===== src/rtl/sd2_pkg.sv =====
// sd2_pkg: shared widths, full-scale and saturation helpers, LFSR constants for sd2_modulator.
// Latency: n/a (constants and pure functions only).
// Backpressure: n/a.
package sd2_pkg;

  // Default input sample width and integrator width.
  localparam int SD2_BW = 16;
  localparam int SD2_IW = SD2_BW + 3;

  // Dither LFSR: reset seed and Fibonacci tap mask (bits 15,13,12,10).
  localparam logic [15:0] SD2_LFSR_SEED = 16'hACE1;
  localparam logic [15:0] SD2_LFSR_TAPS = 16'hB400;

  // Full-scale feedback magnitude for a bw-bit signed input: 2^(bw-1).
  function automatic logic signed [63:0] sd2_fs(input int bw);
    return 64'sd1 <<< (bw - 1);
  endfunction

  // Clamp v to the signed range of an iw-bit integrator; never wraps.
  function automatic logic signed [63:0] sd2_sat(input logic signed [63:0] v, input int iw);
    logic signed [63:0] hi;
    logic signed [63:0] lo;
    hi = (64'sd1 <<< (iw - 1)) - 64'sd1;
    lo = -hi - 64'sd1;
    if (v > hi) begin
      return hi;
    end else if (v < lo) begin
      return lo;
    end else begin
      return v;
    end
  endfunction

endpackage


===== src/rtl/sd2_modulator_if.sv =====
// sd2_modulator_if: sample-in / bitstream-out bundle of the modulator.
// Latency: n/a (wires only).
// Backpressure: none; one sample and one output bit per clock, no handshake.
interface sd2_modulator_if
  import sd2_pkg::*;
#(
  parameter int BW = SD2_BW
);
  logic signed [BW-1:0] sd_in;
  logic                 bs_out;

  // Source of samples / consumer of the bitstream.
  modport master (output sd_in, input bs_out);
  // The modulator itself.
  modport slave  (input sd_in, output bs_out);
endinterface


===== src/rtl/sd2_lfsr.sv =====
// sd2_lfsr: 16-bit Fibonacci LFSR (taps 16,14,13,11) used as the quantizer dither source.
// Latency: advances one step per clk; output is the current register.
// Backpressure: none; free-running.
module sd2_lfsr
  import sd2_pkg::*;
(
  input  logic        clk,
  input  logic        rst_n,
  output logic [15:0] o_lfsr
);

  logic [15:0] r_lfsr;
  logic        w_fb;

  // XOR of the tapped bits, shifted in at bit 0.
  assign w_fb = ^(r_lfsr & SD2_LFSR_TAPS);

  // Shift register: seeded on reset, one step every clock.
  always_ff @(posedge clk or negedge rst_n) begin
    if (!rst_n) begin
      r_lfsr <= SD2_LFSR_SEED;
    end else begin
      r_lfsr <= {r_lfsr[14:0], w_fb};
    end
  end

  assign o_lfsr = r_lfsr;

endmodule


===== src/rtl/sd2_modulator.sv =====
// sd2_modulator: 2nd-order CIFB single-bit sigma-delta, NTF=(1-z^-1)^2, STF=z^-1; optional dither via SD2_DITHER_EN.
// Latency: sd_in sampled at edge n drives bs_out from edge n (bs_out is registered).
// Backpressure: none; one sample consumed and one bit produced every clk.
module sd2_modulator
  import sd2_pkg::*;
#(
  parameter int BW = SD2_BW,
  parameter int IW = BW + 3
)
(
  input logic            clk,
  input logic            rst_n,
  sd2_modulator_if.slave sd_if
);

  // Sums carry two guard bits above the integrator width so saturation sees the true value.
  localparam int SW = IW + 2;
  localparam logic signed [SW-1:0] FS_W = SW'(sd2_fs(BW));

  logic signed [IW-1:0] r_v1;
  logic signed [IW-1:0] r_v2;
  logic                 r_bs;

  logic signed [SW-1:0] w_x;
  logic signed [SW-1:0] w_y;
  logic signed [SW-1:0] w_s1;
  logic signed [SW-1:0] w_s2;
  logic signed [IW-1:0] w_v1_new;
  logic signed [IW-1:0] w_v2_new;
  logic                 w_dec;

  // Sign-extended input sample.
  assign w_x = {{(SW-BW){sd_if.sd_in[BW-1]}}, sd_if.sd_in};

  // 1-bit DAC feedback taken from the current output register.
  assign w_y = r_bs ? FS_W : -FS_W;

  // First integrator: input minus feedback, clamped.
  assign w_s1     = SW'(r_v1) + w_x - w_y;
  assign w_v1_new = IW'(sd2_sat(64'(w_s1), IW));

  // Second integrator: fed by the freshly updated first integrator, clamped.
  assign w_s2     = SW'(r_v2) + SW'(w_v1_new) - w_y;
  assign w_v2_new = IW'(sd2_sat(64'(w_s2), IW));

`ifdef SD2_DITHER_EN
  // Dither perturbs only the comparator decision; v2 itself is updated undithered.
  logic [15:0]          w_lfsr;
  logic signed [SW-1:0] w_d;
  logic signed [SW-1:0] w_q;

  sd2_lfsr u_lfsr (
    .clk    (clk),
    .rst_n  (rst_n),
    .o_lfsr (w_lfsr)
  );

  assign w_d   = SW'($signed(w_lfsr[3:0])) <<< (BW - 8);
  assign w_q   = SW'(w_v2_new) + w_d;
  // Zero counts as non-negative, so q = 0 decides 1.
  assign w_dec = ~w_q[SW-1];
`else
  // Zero counts as non-negative, so v2 = 0 decides 1.
  assign w_dec = ~w_v2_new[IW-1];
`endif

  // Loop state and output bit; reset clears everything so the first cycle uses y = -FS.
  always_ff @(posedge clk or negedge rst_n) begin
    if (!rst_n) begin
      r_v1 <= '0;
      r_v2 <= '0;
      r_bs <= 1'b0;
    end else begin
      r_v1 <= w_v1_new;
      r_v2 <= w_v2_new;
      r_bs <= w_dec;
    end
  end

  assign sd_if.bs_out = r_bs;

endmodule


===== src/flat_wrapper.sv =====
// flat-port wrapper written by rule: the top's interface ports become plain ports
module sd2_modulator_flat import sd2_pkg::*;
#(
  parameter int BW = SD2_BW,
  parameter int IW = BW + 3
)
  (clk, rst_n, sd_if_sd_in, sd_if_bs_out);
  sd2_modulator_if #(.BW(BW)) sd_if_i ();
  input logic clk;
  input logic rst_n;
  input wire logic [$bits(sd_if_i.sd_in)-1:0] sd_if_sd_in;
  output wire logic [$bits(sd_if_i.bs_out)-1:0] sd_if_bs_out;
  assign sd_if_i.sd_in = sd_if_sd_in;
  assign sd_if_bs_out = sd_if_i.bs_out;
  sd2_modulator #(.BW(BW), .IW(IW)) u_core (.clk(clk), .rst_n(rst_n), .sd_if(sd_if_i));
endmodule

===== config.mk =====
export PLATFORM = sky130hd
export DESIGN_NAME = sd2_modulator_flat
export DESIGN_NICKNAME = d
export VERILOG_FILES = /design/src/rtl/sd2_pkg.sv /design/src/rtl/sd2_modulator_if.sv /design/src/rtl/sd2_lfsr.sv /design/src/rtl/sd2_modulator.sv /design/src/flat_wrapper.sv
export SDC_FILE = /design/constraint.sdc
export NUM_CORES = 1
export LEC_CHECK = 0
export CAP_MARGIN = 20
export CORE_AREA = 2 2 133 70
export CTS_BUF_LIST = sky130_fd_sc_hd__clkbuf_16
export DETAILED_ROUTE_END_ITERATION = 10
export DIE_AREA = 0 0 135 72
export PLACE_DENSITY_LB_ADDON = 0.05
export SLEW_MARGIN = 10
export SYNTH_ARGS = -nofsm -noshare
export SYNTH_HDL_FRONTEND = slang
export SYNTH_SLANG_ARGS = --single-unit

===== constraint.sdc =====
create_clock -name clk -period 7.89 [get_ports clk]
set_input_delay 0.789 -clock clk [delete_from_list [all_inputs] [get_ports clk]]
set_output_delay 0.789 -clock clk [all_outputs]
set_load 0.005 [all_outputs]

==> results of run 1 <==
Yosys cell counts (2+ instances only):
library cell  count
a21oi_2           2
xor2_1           11
nor4_1            2
o211ai_1          3
a21o_1           16
fa_1              6
ha_1             69
nand2_1          20
buf_6             2
nand4_1           8
a211oi_1          2
and3_1            4
o2111ai_1         2
nor3b_1           2
nor2_1           21
a31oi_1           3
nand3_1           6
xnor2_1          18
o31ai_1           4
a41oi_1           2
dfrtp_1          39
a311o_1           2
o21ai_0          26
a21oi_1          43
clkbuf_1          6
o21bai_1          2
or3_1             3
o21ai_2           8
nor2b_1           5
o21a_1            6
a2111oi_2         2
o21ai_1           2
nand2b_1          6
nor3_1            8
inv_1           130
and2_1            2
a21boi_0          2
layer usage:
layer	share of wire [%]	vias to the layer above
met4	0.86	0
li1	-	1771
met2	39	53
met5	0	-
met3	5.5	8
met1	55	1511
cell type report:
type                    instances  area, um^2  share of cell area, %
flip-flops and latches         39         976                   21.1
clock inverters                 2        8.76                  0.189
clock buffers                   5         125                   2.70
repair buffers                 21         198                   4.26
multi-input cells             339        2690                   58.1
well taps                     117         146                   3.16
inverters                     130         488                   10.5
logic make-up (layout without fill, tap and decap cells):
family	after synthesis	count (layout)	synth area share (%)
compound gates	143	143	23.4
buf+inv	140	158	12.9
simple gates	92	92	11.1
fa+ha+maj	75	75	23.3
xor+xnor	29	29	6.03
flops	39	39	23.2
stage by stage:
stage	std cells	area, um^2	setup slack, ps	util, %
after CTS	653	4640	668	54.4
after floorplan	518	4210	1460	-
final	653	4640	711	54.4
after global placement	646	4500	563	52.8
after detailed placement	646	4500	386	52.8
after global routing	653	4640	25.5	54.4
how the worst min path moves through the flow:
stage,start,depth (start not counted),to,slack [ps]
final,rst_n,1,u_core.r_v2[3]$_DFF_PN0_,630
after floorplan,rst_n,0,u_core.r_v1[0]$_DFF_PN0_,490
after global placement,u_core.r_v2[0]$_DFF_PN0_,3,u_core.r_v2[0]$_DFF_PN0_,620
after CTS,u_core.r_v2[0]$_DFF_PN0_,3,u_core.r_v2[0]$_DFF_PN0_,650
after detailed placement,u_core.r_v2[0]$_DFF_PN0_,3,u_core.r_v2[0]$_DFF_PN0_,640
after global routing,u_core.r_v1[0]$_DFF_PN0_,2,u_core.r_v1[0]$_DFF_PN0_,700
state kept, by name, summed over array words and instances (netlist names):
register             cells
u_core.sd_if.bs_out      1
u_core.r_v1             19
u_core.r_v2             19
==> flow_summary.toml, run 1 <==
[clocking]
clk_latency_ps = 290
post_cts_resize_count = 0
numCtsBuffers = 5
clock-sinks = 39
cts_hold_buf = 0
clkTransAtPathRegs_ps = 60
post_cts_buffers = 0
root_buffer = "clkbuf_16"
cts.htree.levels = 2
clockBufferDepth = 2
tritoncts = "done"

[routing]
drt_pass1_iterations = 4
wl_um = 8890
viasPerCell = 5.12
drc = 0
drt_iter0_markers = 146
routedWlPerCell_um = 13.6
num_vias = 3343
drtAntennaViolNets = 0

[logic_synthesis]
async_flop_share_pct = 100
postSynthCellCount = 518
synth_seq_cells = 39
yosys.area.top_type_share_pct = 23.2
netlist_area_mm2 = 0.00421
synth_ff_type = "dfrtp_1"
ys.warnings.count = 0
avgSynthCellArea_um2 = 8.13
synth_cell_types = 60
synth_nets = 611
yosys.area.top_type = "dfrtp_1"
yosysSeqAreaShare_pct = 23.2
synth_area_leaders = "dfrtp_1 (23%), ha_1 (20%), inv_1 (12%)"
synth_edf_count = 0

[layout]
fillers = 832
nNetsFinal = 629
area.growth.synth_to_final_pct = 10.0
final_common_cell = "inv_1"
final_cell_mix = "inv_1 (130), ha_1 (69), a21oi_1 (43)"
diodes = 0
drive_above_1_share_pct = 5.60

[worst_setup_path]
worst-path-stages = 24
slowest_delay_ps = 590
worstReg2RegEnd = "u_core.r_v2[7]$_DFF_PN0_"
cp-start-kind = "input pin"
startpoint = "sd_if_sd_in[15]"
worstPathRequired_ps = 8020
end_kind = "flop"
crit_path_max_fanout = 18
cp.arrival_ps = 7310
r2r_cells = 23
criticalPathCategory = "input pin to flop"
cp-endpoint = "u_core.r_v2[7]$_DFF_PN0_"
reg2reg_slack_ps = 1010
critPathBufInv = 5
path_cells = "clkdlybuf4s50_1 > inv_1 > fa_1 > inv_1 > ha_1 > nand4_1 > a2111oi_2 > nor4_1 > or2_2 > o21ai_1 > buf_4 > a21oi_1 > ha_1 > inv_1 > ha_1 > a21o_1 > o311a_1 > o21ai_1 > nand4_1 > a41oi_1 > xnor2_1 > a22oi_1 > a31oi_4 > o21ai_0"
cp_top_family = "compound AO/OA/AOI/OAI gates"
r2r_start = "u_core.sd_if.bs_out$_DFF_PN0_"
critPathSlowestCell = "a31oi_4"

[timing]
rsz0062_at_grt = "false"
fin_crit_ps = 7180
max_freq_mhz = 139
fin_worst_skew_ps = 6.78
setup_viol = 0
final_max_slew_viol_count = 0
hold_viol = 0
slew_headroom_pct = 37.6
setup-tns-final_ps = 0
fin_hold_ws_ps = 635
tightestPinTransition_ps = 936
final.period_utilization_pct = 91.0

[placement]
portBuffers = 18
place.gp.congestion = 0.886
dp_hpwl_um = 7160

[global_routing]
met1_usage_pct = 30.2
grt_use_met3_pct = 4.05
grt.busiest_layer = "met1"
antenna_found_initial = 0
grt_pass1_vias = 3222
grt.total_usage_pct = 20.1
grtUsageMet2_pct = 30.2
gr-total-overflow = 0
grt_max_degree = 40
grt_pass1_wl_um = 15300

[run_status]
outcome = "finished, final reports clean"

[floorplan]
core.rowCount = 24
die_width_um = 135
dieArea_mm2 = 0.00972
chipHeight_um = 72
initial_utilization_pct = 49.4
io_pins = 19
coreArea_mm2 = 0.00853

[job]
drv_cap = 0

[hold_path]
hold_path_class = "input pin to async pin"
Power of run 1 is left out: the tool's default activity adds up to more than one toggle a clock period on the data nets, which glitch-free logic cannot reach.
==> run 2, diff against run 1 <==
--- a/config.mk
+++ b/config.mk
@@ -5,11 +5,14 @@
 export SDC_FILE = /design/constraint.sdc
 export NUM_CORES = 1
 export LEC_CHECK = 0
+export ABC_AREA = 1
 export CAP_MARGIN = 20
-export CORE_AREA = 2 2 133 70
+export CORE_AREA = 2 2 137 72
 export CTS_BUF_LIST = sky130_fd_sc_hd__clkbuf_16
+export CTS_CLUSTER_DIAMETER = 60
 export DETAILED_ROUTE_END_ITERATION = 10
-export DIE_AREA = 0 0 135 72
+export DIE_AREA = 0 0 139 74
+export GPL_TIMING_DRIVEN = 0
 export PLACE_DENSITY_LB_ADDON = 0.05
 export SLEW_MARGIN = 10
 export SYNTH_ARGS = -nofsm -noshare
==> run 2 against run 1 <==
Utilization fell by 0.33 points. Fmax up 0.44%. Register-to-register slack improved by 120 ps. First-iteration DRC count is 53% higher. Count of clock-buffer cells in the layout unchanged. Critical path depth rose by 9.
==> flow_summary.toml, run 2 <==
[run_status]
outcome = "finished, final reports clean"

[floorplan]
dieArea_mm2 = 0.0103
core.rowCount = 25
die_width_um = 139
coreArea_mm2 = 0.00913
initial_utilization_pct = 48.7
io_pins = 19
chipHeight_um = 74

[routing]
wl_met3_um = 764
routedWlPerCell_um = 13.6
drt_pass1_iterations = 4
met1_length_um = 5890
dr_wl_met2_um = 3890
wl_um = 10600
viasPerCell = 4.90
drtAntennaViolNets = 0
num_vias = 3850
top_layer_used = "met4"
drt_iter0_markers = 224
drc = 0

[layout]
final_common_cell = "inv_1"
area.growth.synth_to_final_pct = 10.9
fillers = 917
multi_input_area_mm2 = 0.00281
drive_above_1_share_pct = 8.28
seqCellArea_um2 = 976
nNetsFinal = 756
final_cell_mix = "inv_1 (161), nand2_1 (155), ha_1 (69)"
diodes = 0
instances_no_fill = 785

[logic_synthesis]
postSynthCellCount = 637
yosys.cell_count.top_type = "inv_1"
yosysSeqAreaShare_pct = 21.9
netlist_area_mm2 = 0.00445
ys.warnings.count = 0
synthTopCellsByCount = "inv_1 (159), nand2_1 (155), ha_1 (69), a21oi_1 (39), dfrtp_1 (39)"
avgSynthCellArea_um2 = 6.99
synth_area_leaders = "dfrtp_1 (22%), ha_1 (19%), inv_1 (13%)"
async_flop_share_pct = 100
synth_seq_cells = 39
synth_edf_count = 0
yosys.area.top_type_share_pct = 21.9
yosys.area.top_type = "dfrtp_1"
synth_cell_types = 39
synth_nets = 730
synth_ff_type = "dfrtp_1"

[job]
drv_cap = 0

[worst_setup_path]
criticalPathCategory = "input pin to flop"
cp.arrival_ps = 7370
r2r_start = "u_core.sd_if.bs_out$_DFF_PN0_"
worstPathRequired_ps = 8120
cp_top_family = "buffers and inverters"
crit_path_max_fanout = 10
cp-start-kind = "input pin"
slowest_delay_ps = 620
reg2reg_slack_ps = 1130
worst-path-stages = 33
end_kind = "flop"
critPathBufInv = 10
startpoint = "sd_if_sd_in[15]"
crit_top_cell = "nand2_1"
worstReg2RegEnd = "u_core.r_v2[7]$_DFF_PN0_"
critPathSlowestCell = "clkdlybuf4s50_1"
cp-endpoint = "u_core.r_v2[7]$_DFF_PN0_"
r2r_cells = 32

[clocking]
cts.htree.levels = 2
post_cts_buffers = 0
cts_hold_buf = 0
root_buffer = "clkbuf_16"
tritoncts = "done"
numCtsBuffers = 5
clk_latency_ps = 290
clockBufferDepth = 2
post_cts_resize_count = 0
clock-sinks = 39
clkTransAtPathRegs_ps = 60

[timing]
final_max_slew_viol_count = 0
max_freq_mhz = 140
fin_worst_skew_ps = 5.47
hold_viol = 0
tightestPinTransition_ps = 742
setup-tns-final_ps = 0
fin_crit_ps = 7150
setup_viol = 0
final.period_utilization_pct = 90.6
slew_headroom_pct = 50.1
rsz0062_at_grt = "false"

[global_routing]
grt_pass1_vias = 3663
grt.total_usage_pct = 22.6
antenna_found_initial = 0
grt_max_degree = 27
gr-total-overflow = 0
grt_pass1_wl_um = 18100

[hold_path]
hold_path_class = "input pin to async pin"

[placement]
dp_hpwl_um = 8780
place.gp.congestion = 0.884
portBuffers = 18
dp_cells = 777
[run 2: cell count changes after synthesis, moves of 6 or more]
cell / change
a21o_1: -15
inv_2: +7
nand2_1: +135
nand2_4: +6
inv_1: +29
nand2_2: +19
o21ai_2: -7
o21ai_0: -11
nand2b_1: -6
nand3_1: +19
[run 2: layout make-up]
type / count / area share (%)
plain buffers: 5 / 0.938
clock buffers: 5 / 2.54
clock inverters: 3 / 0.254
inverters: 166 / 12.6
multi-input cells: 427 / 56.8
flip-flops and latches: 39 / 19.8
well taps: 121 / 3.07
repair buffers: 19 / 3.96
[run 2: per-stage QoR]
step                instance area [um^2]  util, %  hold WS [ps]  setup WS, ps
finish                              4930     54.0           414           743
detailed placement                  4800     52.5           571           643
global route                        4930     54.0           440           214
floorplan                           4450        -           493          2600
global placement                    4780     52.4           558           709
CTS                                 4930     54.0           422           916
[run 2: how the worst min path moves through the flow]
stage / from / to / slack, ps
2_1_floorplan: rst_n / u_core.r_v1[0]$_DFF_PN0_ / 490
3_3_place_gp: u_core.r_v2[0]$_DFF_PN0_ / u_core.r_v2[0]$_DFF_PN0_ / 560
3_5_place_dp: u_core.r_v2[0]$_DFF_PN0_ / u_core.r_v2[0]$_DFF_PN0_ / 570
4_1_cts: rst_n / u_core.r_v1[8]$_DFF_PN0_ / 420
5_1_grt: rst_n / u_core.r_v1[8]$_DFF_PN0_ / 440
6_report: rst_n / u_core.r_v1[8]$_DFF_PN0_ / 410
[run 2: cell families after synthesis]
| logic type | count (synthesis) | share of synthesized area, % |
|---|---|---|
| buf+inv | 171 | 15.0 |
| flops | 39 | 21.9 |
| simple gates | 248 | 25.4 |
| xor+xnor | 29 | 5.71 |
| fa+ha+maj | 75 | 22.1 |
| compound gates | 75 | 9.78 |
[run 2: metal layers]
metal	global-route usage, %	up-vias
li1	-	2018
met1	34.6	1726
met2	31.9	97
met3	5.67	9
met4	5.27	0
met5	0	-
Power of run 2 is left out for the same reason.
==> run 3, diff against run 2 <==
--- a/config.mk
+++ b/config.mk
@@ -12,8 +12,7 @@
 export CTS_CLUSTER_DIAMETER = 60
 export DETAILED_ROUTE_END_ITERATION = 10
 export DIE_AREA = 0 0 139 74
-export GPL_TIMING_DRIVEN = 0
-export PLACE_DENSITY_LB_ADDON = 0.05
+export PLACE_DENSITY_LB_ADDON = 0.12
 export SLEW_MARGIN = 10
 export SYNTH_ARGS = -nofsm -noshare
 export SYNTH_HDL_FRONTEND = slang
==> run 3 against run 2 <==
Sequential share of layout area rose by 0.21 points. Cell area decreased by 1.0%. Register-to-register slack improved by 830 ps. Highest routed layer unchanged. Fmax rose by 13%. Die area unchanged.
==> flow_summary.toml, run 3 (synthesis results as in run 2) <==
[worst_setup_path]
r2r_cells = 32
critPathSlowestCell = "clkdlybuf4s50_1"
crit_top_cell = "nand2_1"
worstPathRequired_ps = 8110
end_kind = "flop"
cp.arrival_ps = 6530
reg2reg_slack_ps = 1960
slowest_delay_ps = 590
cp-start-kind = "input pin"
r2r_start = "u_core.sd_if.bs_out$_DFF_PN0_"
worstReg2RegEnd = "u_core.r_v2[1]$_DFF_PN0_"
crit_path_max_fanout = 18
criticalPathCategory = "input pin to flop"

[clocking]
cts.htree.levels = 2
clockBufferDepth = 2
post_cts_buffers = 0
tritoncts = "done"
clk_latency_ps = 290
clkTransAtPathRegs_ps = 60
clock-sinks = 39
root_buffer = "clkbuf_16"
post_cts_resize_count = 0
numCtsBuffers = 5
cts_hold_buf = 0

[timing]
max_freq_mhz = 159
slew_headroom_pct = 35.0
setup_viol = 0
rsz0062_at_grt = "false"
fin_crit_ps = 6310
fin_hold_ws_ps = 584
setup-tns-final_ps = 0
final_max_slew_viol_count = 0
fin_worst_skew_ps = 5.99
final.period_utilization_pct = 79.9
hold_viol = 0
tightestPinTransition_ps = 976

[placement]
dp_cells = 773
place.gp.congestion = 0.935
dp_hpwl_um = 8340
portBuffers = 18

[routing]
drt_pass1_iterations = 5
routedWlPerCell_um = 13.2
num_vias = 3912
drc = 0
viasPerCell = 5.01
drt_iter0_markers = 383
drtAntennaViolNets = 0
wl_um = 10300

[global_routing]
antenna_found_initial = 0
grt.total_usage_pct = 21.8
grt_pass1_vias = 3654
gr-total-overflow = 0
grt_pass1_wl_um = 17900
grt_max_degree = 40

[layout]
multi_input_area_mm2 = 0.00281
instances_no_fill = 781
fillers = 914
final_cell_mix = "inv_1 (161), nand2_1 (155), ha_1 (69)"
final_common_cell = "inv_1"
area.growth.synth_to_final_pct = 9.73
seqCellArea_um2 = 976
nNetsFinal = 752
drive_above_1_share_pct = 8.03
diodes = 0

[hold_path]
whs_endpoint = "u_core.r_v2[0]$_DFF_PN0_"
holdPathStages = 3
holdCritStartpoint = "u_core.r_v2[0]$_DFF_PN0_"
hold_path_class = "flop to flop"

[floorplan]
chipHeight_um = 74
core.rowCount = 25
coreArea_mm2 = 0.00913
initial_utilization_pct = 48.7
io_pins = 19
dieArea_mm2 = 0.0103
die_width_um = 139

[run_status]
outcome = "finished, final reports clean"

[job]
drv_cap = 0
## run 3: cell types whose count changed in the layout (fill, tap and decap cells not counted)
| cell | delta |
|---|---|
| clkbuf_1 | -2 |
| buf_12 | -2 |
| buf_6 | -1 |
| buf_4 | +1 |
## run 3: worst max path at each step
stage                               start  slack, ps                         to  cells after the start
after floorplan           sd_if_sd_in[15]       2600   u_core.r_v2[6]$_DFF_PN0_                     33
after global placement    sd_if_sd_in[15]       1380   u_core.r_v2[1]$_DFF_PN0_                     26
after detailed placement  sd_if_sd_in[15]       1370   u_core.r_v2[1]$_DFF_PN0_                     31
after CTS                 sd_if_sd_in[15]       1660   u_core.r_v2[1]$_DFF_PN0_                     27
after global routing      sd_if_sd_in[15]       1010  u_core.r_v2[17]$_DFF_PN0_                     32
final                     sd_if_sd_in[15]       1580   u_core.r_v2[1]$_DFF_PN0_                     33
## run 3: per-layer routing
layer  vias to the layer above  wire, um  track usage [%]  share of wire [%]
met5                         -         0                0                  0
met4                         0        87             4.04               0.84
met3                        10       636             3.99                6.2
met2                       109      3820             31.0                 37
met1                      1788      5760             34.4                 56
li1                       2005         -                -                  -
## run 3: cell type report
class | instances | share of cell area (%)
Multi-Input combinational cell | 427 | 57.4
Inverter | 166 | 12.8
Tap cell | 121 | 3.10
Clock buffer | 5 | 2.56
Timing Repair Buffer | 20 | 3.89
Sequential cell | 39 | 20.0
Clock inverter | 3 | 0.256
## run 3: critical path: cells and delay by family
kind / cells / cell delay (ps)
buffers and inverters: 6 / 880
AO/OA/AOI/OAI: 5 / 1000
AND/OR/NAND/NOR: 17 / 2070
XOR/XNOR: 1 / 300
adder cells (fa/ha/maj): 4 / 1470
## run 3: per-stage QoR
stage | util, % | setup WS, ps | area (um^2)
after floorplan | - | 2600 | 4450
after global placement | 52.0 | 1380 | 4750
after detailed placement | 52.0 | 1370 | 4750
after CTS | 53.5 | 1660 | 4880
after global routing | 53.5 | 1010 | 4880
final | 53.5 | 1580 | 4880
Power of run 3 is left out for the same reason.
